`src/rtl/demux_rr_sched.sv`:
```
// demux_rr_sched: single-entry buffered controller for a 1:8 demux.
// Words arrive on a valid/ready interface, are held in one buffer and
// steered to a sink channel either in round-robin order (stalled sinks are
// skipped after a timeout) or to an explicit destination (the word is
// dropped if that destination stays stalled for the full timeout).

module demux_rr_sched #(
    parameter int DATA_W   = 8,
    parameter int WAIT_MAX = 4
) (
    input  logic              clk,
    input  logic              rst,
    input  logic              mode,
    input  logic              in_valid,
    input  logic [DATA_W-1:0] in_data,
    input  logic [2:0]        in_dest,
    output logic              in_ready,
    output logic [2:0]        sel,
    output logic [7:0]        out_valid,
    output logic [DATA_W-1:0] out_data,
    input  logic [7:0]        out_ready,
    output logic              busy,
    output logic              drop
);

    // Stall counter width; at least one bit even when WAIT_MAX is 1.
    localparam int CNT_W = (WAIT_MAX > 1) ? $clog2(WAIT_MAX) : 1;
    localparam logic [CNT_W-1:0] CNT_LAST = CNT_W'(WAIT_MAX - 1);

    typedef enum logic {
        IDLE = 1'b0,
        HOLD = 1'b1
    } state_t;

    state_t            state;
    state_t            state_next;
    logic [2:0]        sel_next;
    logic [2:0]        ptr;
    logic [2:0]        ptr_next;
    logic [2:0]        rr_target;
    logic [CNT_W-1:0]  wait_cnt;
    logic [CNT_W-1:0]  wait_next;
    logic [DATA_W-1:0] data_next;
    logic              cur_mode;
    logic              mode_next;
    logic              drop_next;
    logic              deliver;
    logic              capture;
    logic              stall;
    logic              wait_last;

    // Handshake terms: a held word leaves when its selected sink is ready,
    // and a new word may enter whenever the buffer is empty or emptying.
    assign busy      = (state == HOLD);
    assign deliver   = busy & out_ready[sel];
    assign stall     = busy & ~out_ready[sel];
    assign in_ready  = ~rst & (~busy | deliver);
    assign capture   = in_valid & in_ready;
    assign wait_last = (wait_cnt == CNT_LAST);
    assign out_valid = busy ? (8'b1 << sel) : 8'b0;

    // Round-robin target for a newly captured word: the channel after the one
    // just served if a delivery happens this cycle, otherwise the stored pointer.
    assign rr_target = deliver ? (sel + 3'd1) : ptr;

    // Next-state and next-register computation for capture, delivery and stall.
    always_comb begin
        state_next = state;
        sel_next   = sel;
        ptr_next   = ptr;
        wait_next  = wait_cnt;
        data_next  = out_data;
        mode_next  = cur_mode;
        drop_next  = 1'b0;

        if (deliver) begin
            ptr_next = sel + 3'd1;
        end

        if (capture) begin
            state_next = HOLD;
            data_next  = in_data;
            wait_next  = '0;
            mode_next  = mode;
            sel_next   = mode ? in_dest : rr_target;
        end else if (deliver) begin
            state_next = IDLE;
            wait_next  = '0;
        end else if (stall) begin
            if (!wait_last) begin
                wait_next = wait_cnt + CNT_W'(1);
            end else if (!cur_mode) begin
                sel_next  = sel + 3'd1;
                wait_next = '0;
            end else begin
                state_next = IDLE;
                wait_next  = '0;
                drop_next  = 1'b1;
            end
        end
    end

    // State register with synchronous reset; reset discards any held word.
    always_ff @(posedge clk) begin
        if (rst) begin
            state    <= IDLE;
            sel      <= 3'd0;
            ptr      <= 3'd0;
            wait_cnt <= '0;
            out_data <= '0;
            cur_mode <= 1'b0;
            drop     <= 1'b0;
        end else begin
            state    <= state_next;
            sel      <= sel_next;
            ptr      <= ptr_next;
            wait_cnt <= wait_next;
            out_data <= data_next;
            cur_mode <= mode_next;
            drop     <= drop_next;
        end
    end

endmodule
```
`config.mk`:
```
export PLATFORM = sky130hd
export DESIGN_NAME = demux_rr_sched
export DESIGN_NICKNAME = d
export VERILOG_FILES = /design/src/rtl/demux_rr_sched.sv
export SDC_FILE = /design/constraint.sdc
export NUM_CORES = 1
export LEC_CHECK = 0
export ABC_CLOCK_PERIOD_IN_PS = 4110
export BUFFER_PORTS_ARGS = -buffer_cell sky130_fd_sc_hd__buf_2
export CAP_MARGIN = 0
export CELL_PAD_IN_SITES_DETAIL_PLACEMENT = 1
export CELL_PAD_IN_SITES_GLOBAL_PLACEMENT = 2
export CORE_ASPECT_RATIO = 1.25
export CORE_MARGIN = 3
export CORE_UTILIZATION = 25
export DETAILED_ROUTE_END_ITERATION = 8
export PLACE_DENSITY = 0.7
export SLEW_MARGIN = 20
export SYNTH_ARGS = -nofsm -noshare
export SYNTH_HDL_FRONTEND = slang
export SYNTH_SLANG_ARGS = --single-unit
export TNS_END_PERCENT = 30
```
`constraint.sdc`:
```
create_clock -name clk -period 4.11 [get_ports clk]
set_input_delay 0 -clock clk [delete_from_list [all_inputs] [get_ports clk]]
set_output_delay 0 -clock clk [all_outputs]
set_load 0.01 [all_outputs]
```
# Word level (Yosys, flattened, before mapping)
# Index checks and enable logic that the tools add are counted.
totals:
  regBits: 19
  inputBits: 23
  wordCells: 50
op_classes:
  n_addsub: 2
  order_cmp: 1
  n_eq_ne: 3
  n_shift: 1
  mux: 17
  n_bitwise: 10
  n_reduce_logical: 9
ops:
  columns: ["cell", "count"]
  rows:
  - ["3-bit two-way mux", 7]
  - ["3-bit nonzero test", 3]
  - ["8-bit two-way mux", 1]
  - ["1-bit by 3-bit left shift with 8-bit output (first input constant)", 1]
  - ["1-bit two-way mux", 7]
  - ["1-bit NOT", 5]
  - ["5-bit OR reduction", 1]
  - ["1-bit AND", 4]
  - ["3-bit by 4-bit less-than comparator with 1-bit output (second input constant)", 1]
  - ["2-bit by 1-bit != test with 1-bit output (second input constant)", 2]
  - ["4-bit AND reduction", 1]
  - ["2-bit nonzero test", 2]
  - ["3-bit by 1-bit adder with 3-bit output (second input constant)", 1]
  - ["1-bit binary-select mux with 3-bit select", 1]
  - ["3-bit AND reduction", 1]
  - ["3-bit OR reduction", 1]
  - ["2-bit by 1-bit adder with 2-bit output (second input constant)", 1]
  - ["2-bit equality test (second input constant)", 1]
  - ["2-bit two-way mux", 1]
  - ["1-bit OR", 1]

# Longest topological paths before layout
# Gate-level depths: netlist of the first run.
depth:
  word_depth: 8
  depth_mapped: 7
  mapped_depth_nobuf: 6

# Worst setup path after synthesis of the first run
# OpenSTA, ideal clock, no wires.
synth_timing:
  kind: "register to register"
  startpoint: "reg sel[0]"
  endpoint: "reg sel[0]"
  arrival_time_ps: 2017
  t_required_ps: 3993
  slack_ps: 1975
  path_stages_with_launch: 7
  path_buffers: 1
  period_less_slack_ps: 2135
  cell_sequence: "dfxtp_1 -> buf_6 -> mux2_1 -> mux4_2 -> a31o_1 -> a21o_1 -> a32o_1"
synth_via:
  elab_chain_len: 8
  elab_cells_between_ends: 21
  cone_classes: "add/sub (1); eq/ne (2); mux (9); bitwise (6); reduce/logical (3)"
synth_rtl:
  columns: ["element", "line", "rtl"]
  rows:
  - ["start: declaration", "18", "output logic [2:0] sel,"]
  - ["start signal: assignment", "115", "sel <= sel_next;"]
  - ["1-bit binary-select mux with 3-bit select", "55, 56", null]
  - ["1-bit two-way mux (not written as such)", "55, 56", null]
  - ["1-bit AND", "55", "assign deliver = busy & out_ready[sel];"]
  - ["1-bit OR", "57", "assign in_ready = ~rst & (~busy | deliver);"]
  - ["1-bit AND", "57", null]
  - ["1-bit AND", "58", "assign capture = in_valid & in_ready;"]
  - ["2-bit by 1-bit != test with 1-bit output (no line) / 2-bit nonzero test (equally long branches)", null, null]
  - ["4-bit AND reduction (no line)", null, null]
# Several ways; a longest one is shown, not always the timed one. The select of a mux whose other input is x is not followed.
# A chain may end at the register's enable or synchronous reset.

# Worst setup path after layout of the first run
layout_timing:
  startpoint: "reg sel[0]"
  endpoint: "reg out_data[7]"
layout_via:
  elab_chain_len: 6
layout_rtl:
  columns: ["element", "line", "rtl"]
  rows:
  - ["1-bit binary-select mux with 3-bit select", "55", null]
  - ["1-bit two-way mux (not written as such)", "55", null]
  - ["1-bit AND", "55", null]
  - ["1-bit OR", "57", null]
  - ["1-bit AND", "57", null]
  - ["1-bit AND", "58", null]
  - ["end signal: assignment", "118", "out_data <= data_next;"]
  - ["end: declaration", "20", "output logic [DATA_W-1:0] out_data,"]
# Every way passes these cells. The select of a mux whose other input is x is not followed.

==> flow_summary.toml, run 1 <==
[final_layout]
area_growth_syn_to_layout_pct = 31.7
final_cell_mix = "buf_2, nor2_1, dfxtp_1"
register_area_um2 = 380
layout_commonest_cell = "buf_2"
drive_gt1_frac = 0.313
final_nets = 197
fill_cells = 512
multi_input_area_um2 = 679
utilization = 0.349
antenna-diode-count = 0

[routing]
wl_met3_um = 149
drt_wl_total_um = 2890
m1WireLength_um = 1150
drt_iter0_markers = 13
detail_route.wl_per_cell_um = 13.0
final_antenna_net_count = 0
num_vias = 1001
routed-wl-met2_um = 1570
viasPerCell = 4.51
drc = 0
highest_layer = "met4"
firstDrtPassIters = 3

[placement]
post-dp-hpwl_um = 2300
gp_congestion = 0.723
portBuffers = 44

[power]
ir_worst_vdd_uv = 120
p_per_area_nw_per_um2 = 303
power_leakage_nw = 0.727

[timing]
fin_setup_tns_ns = 0
fin_skew_ns = 0.00499
fin_crit_ns = 2.48
fmax_ghz = 0.403
drv_slew = 0
relSlewSlack = 0.455
hold_viol = 0
fin_crit_sh = 0.603
rsz0062_at_grt = "false"
tightest_slew_ns = 0.813
final-setup-viol-count = 0

[floorplan]
ios = 45
core_um2 = 4200
dieHeight_um = 80.6
start_util = 0.265
rows = 26
die-width_um = 65.7
die-area_um2 = 5290

[setup_path]
path_max_fanout = 13
cp.arrival_ns = 2.61
end_kind = "register"
crit_type = "register to register"
critPathLaunchType = "register"
critPathRequiredTime_ns = 4.24

[synthesis]
syn_avg_cell_area_um2 = 9.35
synth_top_area_share = 0.342
synth_cell_types = 33
netlist_top_cells_area = "dfxtp_1, mux2i_1, ha_1, nor2_1, mux4_2"
ys_ff_latch = 19
synth_warnings = 0
syn_inst = 119
seq_area_frac_synth = 0.342
synth_area_leader_cell = "dfxtp_1"
synth_nets = 149
synthesis.area_um2 = 1110

[cts]
htreeDepth = 1
cts_root_buf = "clkbuf_8"
clk_latency_ns = 0.25
cts.clk_slew.worst_paths_ns = 0.07
post_cts_resized = 0
cts_tree = "yes"
cts_sinks = 19
cts_buffers = 3
clk_path_buf_depth = 2

[global_routing]
overflow = 0
grt_pass1_vias = 1084
track_usage = 0.116
grt_max_degree = 21
grt_pass1_wl_um = 4750
antenna_found_initial = 0

[worst_hold_path]
hold_class = "primary input to register"

[run]
max-cap-violations = 0

[outcome]
status = "completed"
Yosys cell counts:
library cell / count
dfxtp_1: 19
nor2_1: 19
mux2i_1: 17
ha_1: 7
nand2_1: 6
and2_1: 5
inv_1: 5
clkbuf_1: 4
a21oi_1: 3
and3_1: 3
mux2_1: 3
nor2b_1: 3
a221oi_1: 2
a31oi_1: 2
mux4_2: 2
o22ai_1: 2
a21boi_1: 1
a21boi_2: 1
a21o_1: 1
a22oi_1: 1
a31o_1: 1
a32o_1: 1
buf_4: 1
buf_6: 1
mux2_4: 1
nor3_1: 1
nor3b_1: 1
o211ai_1: 1
o21a_1: 1
o21ai_0: 1
o31ai_1: 1
or3_1: 1
xnor2_1: 1
registers in the layout, indices dropped and copies added (netlist names):
| name | cells |
|---|---|
| drop | 1 |
| ptr | 3 |
| out_data | 8 |
| sel | 3 |
| busy | 1 |
| cur_mode | 1 |
| wait_cnt | 2 |
worst paths after layout:
kind / end / startpoint / cells past startpoint / slack, ns
setup reg to reg: out_data[7]$_SDFFE_PP0P_ / sel[0]$_SDFFE_PP0P_ / 5 / 1.63
setup / recovery: out_data[7]$_SDFFE_PP0P_ / sel[0]$_SDFFE_PP0P_ / 5 / 1.63
hold reg to reg: wait_cnt[0]$_SDFFE_PP0P_ / wait_cnt[0]$_SDFFE_PP0P_ / 2 / 0.47
hold / removal: out_data[4]$_SDFFE_PP0P_ / in_data[4] / 3 / 0.004
final cells by class:
type	count	share of cell area
Multi-Input combinational cell	89	0.464
Sequential cell	19	0.260
Timing Repair Buffer	49	0.184
Tap cell	56	0.0478
Clock buffer	3	0.0282
Inverter	5	0.0128
Clock inverter	1	0.00342
power breakdown:
| group | switching, W | internal, W |
|---|---|---|
| logic | 0.0000539 | 0.0000529 |
| registers | 0.0000142 | 0.000196 |
| clock network | 0.0000592 | 0.0000672 |
| total | 0.000127 | 0.000316 |
cell families (layout without fill, tap and decap cells):
logic type,count (synthesis),in the layout,share of synthesized area
buf+inv,11,58,0.0472
simple gates,39,39,0.163
xor+xnor,1,1,0.00788
fa+ha+maj,7,7,0.0787
flops,19,19,0.342
compound gates,19,19,0.124
mux,23,23,0.237
layer usage:
layer  vias up  global-route usage
met1       456               0.118
met3         2              0.0182
met2        30               0.231
li1        513                   -
met4         0              0.0373
met5         -                   0
per-stage QoR:
stage / total power (W) / hold slack, ns / std cells / worst slack [ns] / cell area, um^2
finish: 0.000443 / 0.00444 / 222 / 1.63 / 1470
floorplan: 0.000283 / 0.147 / 119 / 1.98 / 1110
detailed placement: 0.000320 / 0.258 / 213 / 1.59 / 1370
CTS: 0.000453 / 0.00327 / 222 / 1.59 / 1470
global placement: 0.000317 / 0.237 / 213 / 1.69 / 1370
global route: 0.000473 / 0.0327 / 222 / 1.41 / 1470
what timing repair did:
action                    CTS  global route
hold endpoints to repair    5             0
hold buffers                5             0
buffers inserted            0             0
worst max-delay path: stages (launching register included):
cell and delay, ns:
dfxtp_1 0.66, mux2i_1 0.16, mux4_2 0.54, a21boi_2 0.66
mux2i_1 0.28, nor2_1 0.06
Power figures use the tool's default switching activity.
==> run 2: changes to the inputs <==
Settings changed: ABC_CLOCK_PERIOD_IN_PS 4110 to 2000, CORE_UTILIZATION 25 to 24.
Clock period 4.11 ns to 2 ns, I/O delays scaled along.
==> run 2 against run 1 <==
Effect of this change:
- non-clock buffer count is 10 higher
- total power is 120% higher
- fmax is 25% higher
- largest power group unchanged
- clock power is 110% higher
- critical path depth stayed put
- sequential cell count stayed put
- sequential power is 100% higher
- first-iteration DRC count is 54% higher
- count of clock-buffer cells in the layout stayed put
==> flow_summary.toml, run 2 (synthesized netlist as in run 1, its figures left out) <==
[power]
total_power_w = 0.000962
power_leakage_nw = 0.788
clockPowerShare = 0.280
p_sw_w = 0.000284
power_frac_comb = 0.274
seqPwrFrac = 0.446
p_per_area_nw_per_um2 = 611
switching_share = 0.295
ir_worst_vdd_uv = 305
p_int_w = 0.000678

[floorplan]
die-width_um = 66.9
ios = 45
start_util = 0.251
dieHeight_um = 82.1
die-area_um2 = 5490
core_um2 = 4430
rows = 27

[setup_path]
regToRegSetupSlack_ns = 0.009
critPathLaunchType = "register"
critPathRequiredTime_ns = 2.16
cp.arrival_ns = 2.15
path_max_fanout = 9
crit_type = "register to register"
worstRegToRegCells = 5
end_kind = "register"

[cts]
cts_buffers = 3
cts_sinks = 19
clk_path_buf_depth = 2
htreeDepth = 1
clk_latency_ns = 0.26
cts_tree = "yes"
cts_root_buf = "clkbuf_8"
cts.clk_slew.worst_paths_ns = 0.08

[timing]
fmax_ghz = 0.502
fin_skew_ns = 0.00867
final-setup-viol-count = 0
tightest_slew_ns = 0.660
drv_slew = 0
fin_crit_ns = 1.99
relSlewSlack = 0.559
hold_viol = 0
rsz0062_at_grt = "true"
fin_crit_sh = 0.996
fin_setup_tns_ns = 0

[final_layout]
final_nets = 207
area_growth_syn_to_layout_pct = 41.5
largest_reg_flops = 8
final_cell_area_um2 = 1570
layout_commonest_cell = "buf_2"
regMostFlops = "out_data"
final_cell_mix = "buf_2, nor2_1, dfxtp_1"
finalNonFillerCells = 234
reg_top3 = "out_data: 8 flops, ptr: 3 flops, sel: 3 flops"
antenna-diode-count = 0
drive_gt1_frac = 0.375

[placement]
place_area_um2 = 1420
portBuffers = 44
gp_congestion = 0.853
dp_cells = 220
post-dp-hpwl_um = 2540

[global_routing]
grt_max_degree = 21
track_usage = 0.124
grt_pass1_vias = 1142
antenna_found_initial = 0
grt_pass1_wl_um = 5140
overflow = 0

[routing]
final_antenna_net_count = 0
drc = 0
drt_iter0_markers = 20
detail_route.wl_per_cell_um = 13.9
num_vias = 1087
drt_wl_total_um = 3250
viasPerCell = 4.65
firstDrtPassIters = 4

[outcome]
status = "completed"

[worst_hold_path]
hold_class = "primary input to register"
hold-path-cell-count = 3

[run]
max-cap-violations = 0
==> run 2: power groups by stage <==
stage	combinational [W]	sequential (W)	clock [W]
finish	0.000263	0.000428	0.000270
global route	0.000294	0.000432	0.000298
CTS	0.000257	0.000428	0.000282
detailed placement	0.000241	0.000437	0
global placement	0.000232	0.000436	0
floorplan	0.000152	0.000434	0
==> run 2: path summary, 6_finish.rpt <==
path | startpoint | endpoint
max | sel[0]$_SDFFE_PP0P_ | sel[0]$_SDFFE_PP0P_
min | in_data[1] | out_data[1]$_SDFFE_PP0P_
max reg2reg | sel[0]$_SDFFE_PP0P_ | sel[0]$_SDFFE_PP0P_
min reg2reg | wait_cnt[0]$_SDFFE_PP0P_ | wait_cnt[0]$_SDFFE_PP0P_
==> run 2: per-stage QoR <==
stage	utilization	hold WS, ns	setup WS, ns
2_1_floorplan	-	0.147	-0.0290
3_3_place_gp	0.321	0.235	0.0657
3_5_place_dp	0.321	0.247	0.000309
4_1_cts	0.351	0.0116	0.00145
5_1_grt	0.356	0.0630	-0.0660
6_report	0.356	0.0134	0.00868
==> run 2: critical path: stages (launching register included) <==
cell and delay, ns:
dfxtp_4 0.43, mux2_1 0.33, mux4_2 0.50, a31o_1 0.23
a21o_1 0.16, a32o_1 0.24
==> run 2: repair_timing <==
| item | CTS | global route |
|---|---|---|
| gates resized for setup | 0 | 4 |
| setup buffers | 2 | 1 |
| pin swaps | 0 | 1 |
| endpoints found under the hold margin | 7 | 0 |
| setup endpoints to repair | 1 | 13 |
| hold buffers | 7 | 0 |
==> run 2: final cells by class <==
cell class,instances,area [um^2]
multi-input cells,89,698
repair buffers,59,354
well taps,58,72.6
fillers,529,2850
flip-flops and latches,19,384
clock buffers,3,41.3
clock inverters,1,5.00
inverters,5,18.8
==> run 2: metal layers <==
metal	routed length, um	share of wire	global-route usage	vias up
met2	1680	0.52	0.237	35
met4	75	0.023	0.0527	0
met3	139	0.043	0.0203	7
li1	-	-	-	529
met1	1350	0.42	0.133	516
met5	0	0	0	-
==> run 3: changes to the inputs <==
Settings changed: SETUP_SLACK_MARGIN set to 0.02.
==> run 3 against run 2 <==
Effect of this change:
- fmax is 1.5% higher
- critical path depth unchanged
- clock power about the same
- sequential power is essentially flat
- die area unchanged
- largest cell class unchanged
- hold slack got worse by 0.0021 ns
- global-route usage rose by 0.31 points
- critical path type unchanged
- sequential share of layout area down 0.42 points
- count of clock-buffer cells in the layout did not move
==> flow_summary.toml, run 3 (synthesized netlist as in run 1, its figures left out) <==
[outcome]
status = "completed"

[final_layout]
reg_top3 = "out_data: 8 flops, ptr: 3 flops, sel: 3 flops"
antenna-diode-count = 0
layout_commonest_cell = "buf_2"
regMostFlops = "out_data"
area_growth_syn_to_layout_pct = 44.0
final_cell_mix = "buf_2, nor2_1, dfxtp_1"
largest_reg_flops = 8
drive_gt1_frac = 0.384
fill_cells = 536
final_nets = 208
final_cell_area_um2 = 1600

[global_routing]
grt_pass1_wl_um = 5260
grt_max_degree = 21
overflow = 0
antenna_found_initial = 0
track_usage = 0.127
grt_pass1_vias = 1159

[setup_path]
cp.arrival_ns = 2.12
critPathSlowestCell = "mux4_2"
cpPeakStageDelay_ns = 0.50
cp_cell_sequence = "mux2_1, mux4_2, a31o_1, a21o_1, a32o_1"
worst-path-buf-inv = 0
path_max_fanout = 6
critPathLaunchType = "register"
crit_type = "register to register"
end_kind = "register"
critPathTopFamily = "multiplexers"
worstSetupStartpoint = "sel[0]$_SDFFE_PP0P_"
rr_startpoint = "sel[0]$_SDFFE_PP0P_"
critPathRequiredTime_ns = 2.16

[timing]
relSlewSlack = 0.573
fin_crit_sh = 0.981
fmax_ghz = 0.510
holdWs_ns = 0.0113
drv_slew = 0
fin_crit_ns = 1.96
rsz0062_at_grt = "true"
final-setup-viol-count = 0
tightest_slew_ns = 0.640
hold_viol = 0
fin_skew_ns = 0.00951

[floorplan]
die-area_um2 = 5490
rows = 27
core_um2 = 4430
die-width_um = 66.9
ios = 45
dieHeight_um = 82.1
start_util = 0.251

[power]
ir_worst_vdd_uv = 307
power_leakage_nw = 0.796
p_per_area_nw_per_um2 = 608

[cts]
clk_path_buf_depth = 2
clk_latency_ns = 0.26
cts_buffers = 3
cts_root_buf = "clkbuf_8"
htreeDepth = 1
cts_tree = "yes"
cts_sinks = 19
cts.clk_slew.worst_paths_ns = 0.08

[placement]
portBuffers = 44
place_area_um2 = 1420
gp_congestion = 0.853
post-dp-hpwl_um = 2540

[worst_hold_path]
min-delay-start = "in_data[1]"
hold_class = "primary input to register"

[routing]
detail_route.wl_per_cell_um = 14.0
viasPerCell = 4.62
drt_iter0_markers = 16
drc = 0
drt_wl_total_um = 3280
num_vias = 1085
firstDrtPassIters = 3
final_antenna_net_count = 0

[run]
max-cap-violations = 0
## run 3: power breakdown
part,switching (W),leakage (nW),internal [W]
Clock,0.000133,0.0255,0.000139
Sequential,0.0000240,0.157,0.000403
Combinational,0.000132,0.614,0.000144
Total,0.000289,0.796,0.000686
## run 3: tightest hold or removal path: stages
cell and delay [ns]:
buf_2 0.08, mux2i_1 0.07, nor2_1 0.09
## run 3: cell type report
class	instances	area, um^2	area share
repair buffers	60	369	0.230
flip-flops and latches	19	384	0.240
well taps	58	72.6	0.0453
inverters	5	18.8	0.0117
multi-input cells	89	711	0.444
clock buffers	3	41.3	0.0258
clock inverters	1	5.00	0.00312
## run 3: path summary, 6_finish.rpt
check / to / slack, ns / cells after the start
max reg2reg: sel[0]$_SDFFE_PP0P_ / 0.04 / 5
min reg2reg: wait_cnt[0]$_SDFFE_PP0P_ / 0.48 / 2
max: sel[0]$_SDFFE_PP0P_ / 0.04 / 5
min: out_data[1]$_SDFFE_PP0P_ / 0.01 / 3
## run 3: metrics by stage
| stage | TNS [ns] | cells | setup WS [ns] | utilization | power (W) |
|---|---|---|---|---|---|
| 2_1_floorplan | -0.0290 | 119 | -0.0290 | - | 0.000586 |
| 3_3_place_gp | 0 | 220 | 0.0657 | 0.321 | 0.000667 |
| 3_5_place_dp | 0 | 220 | 0.000309 | 0.321 | 0.000679 |
| 4_1_cts | 0 | 235 | 0.0286 | 0.357 | 0.000979 |
| 5_1_grt | -0.135 | 235 | -0.0353 | 0.362 | 0.00104 |
| 6_report | 0 | 235 | 0.0381 | 0.362 | 0.000974 |
## run 3: layer usage
layer	track usage	part of all wire	up-vias
met5	0	0	-
met4	0.0527	0.023	0
met3	0.0203	0.046	7
met2	0.243	0.52	35
met1	0.137	0.41	508
li1	-	-	535
## run 3: timing repair
item	in CTS	in global routing
buffers inserted	5	0
pin swaps	1	0
resized for setup	4	4
setup endpoints to repair	1	11
hold buffers	7	0
endpoints found under the hold margin	7	0
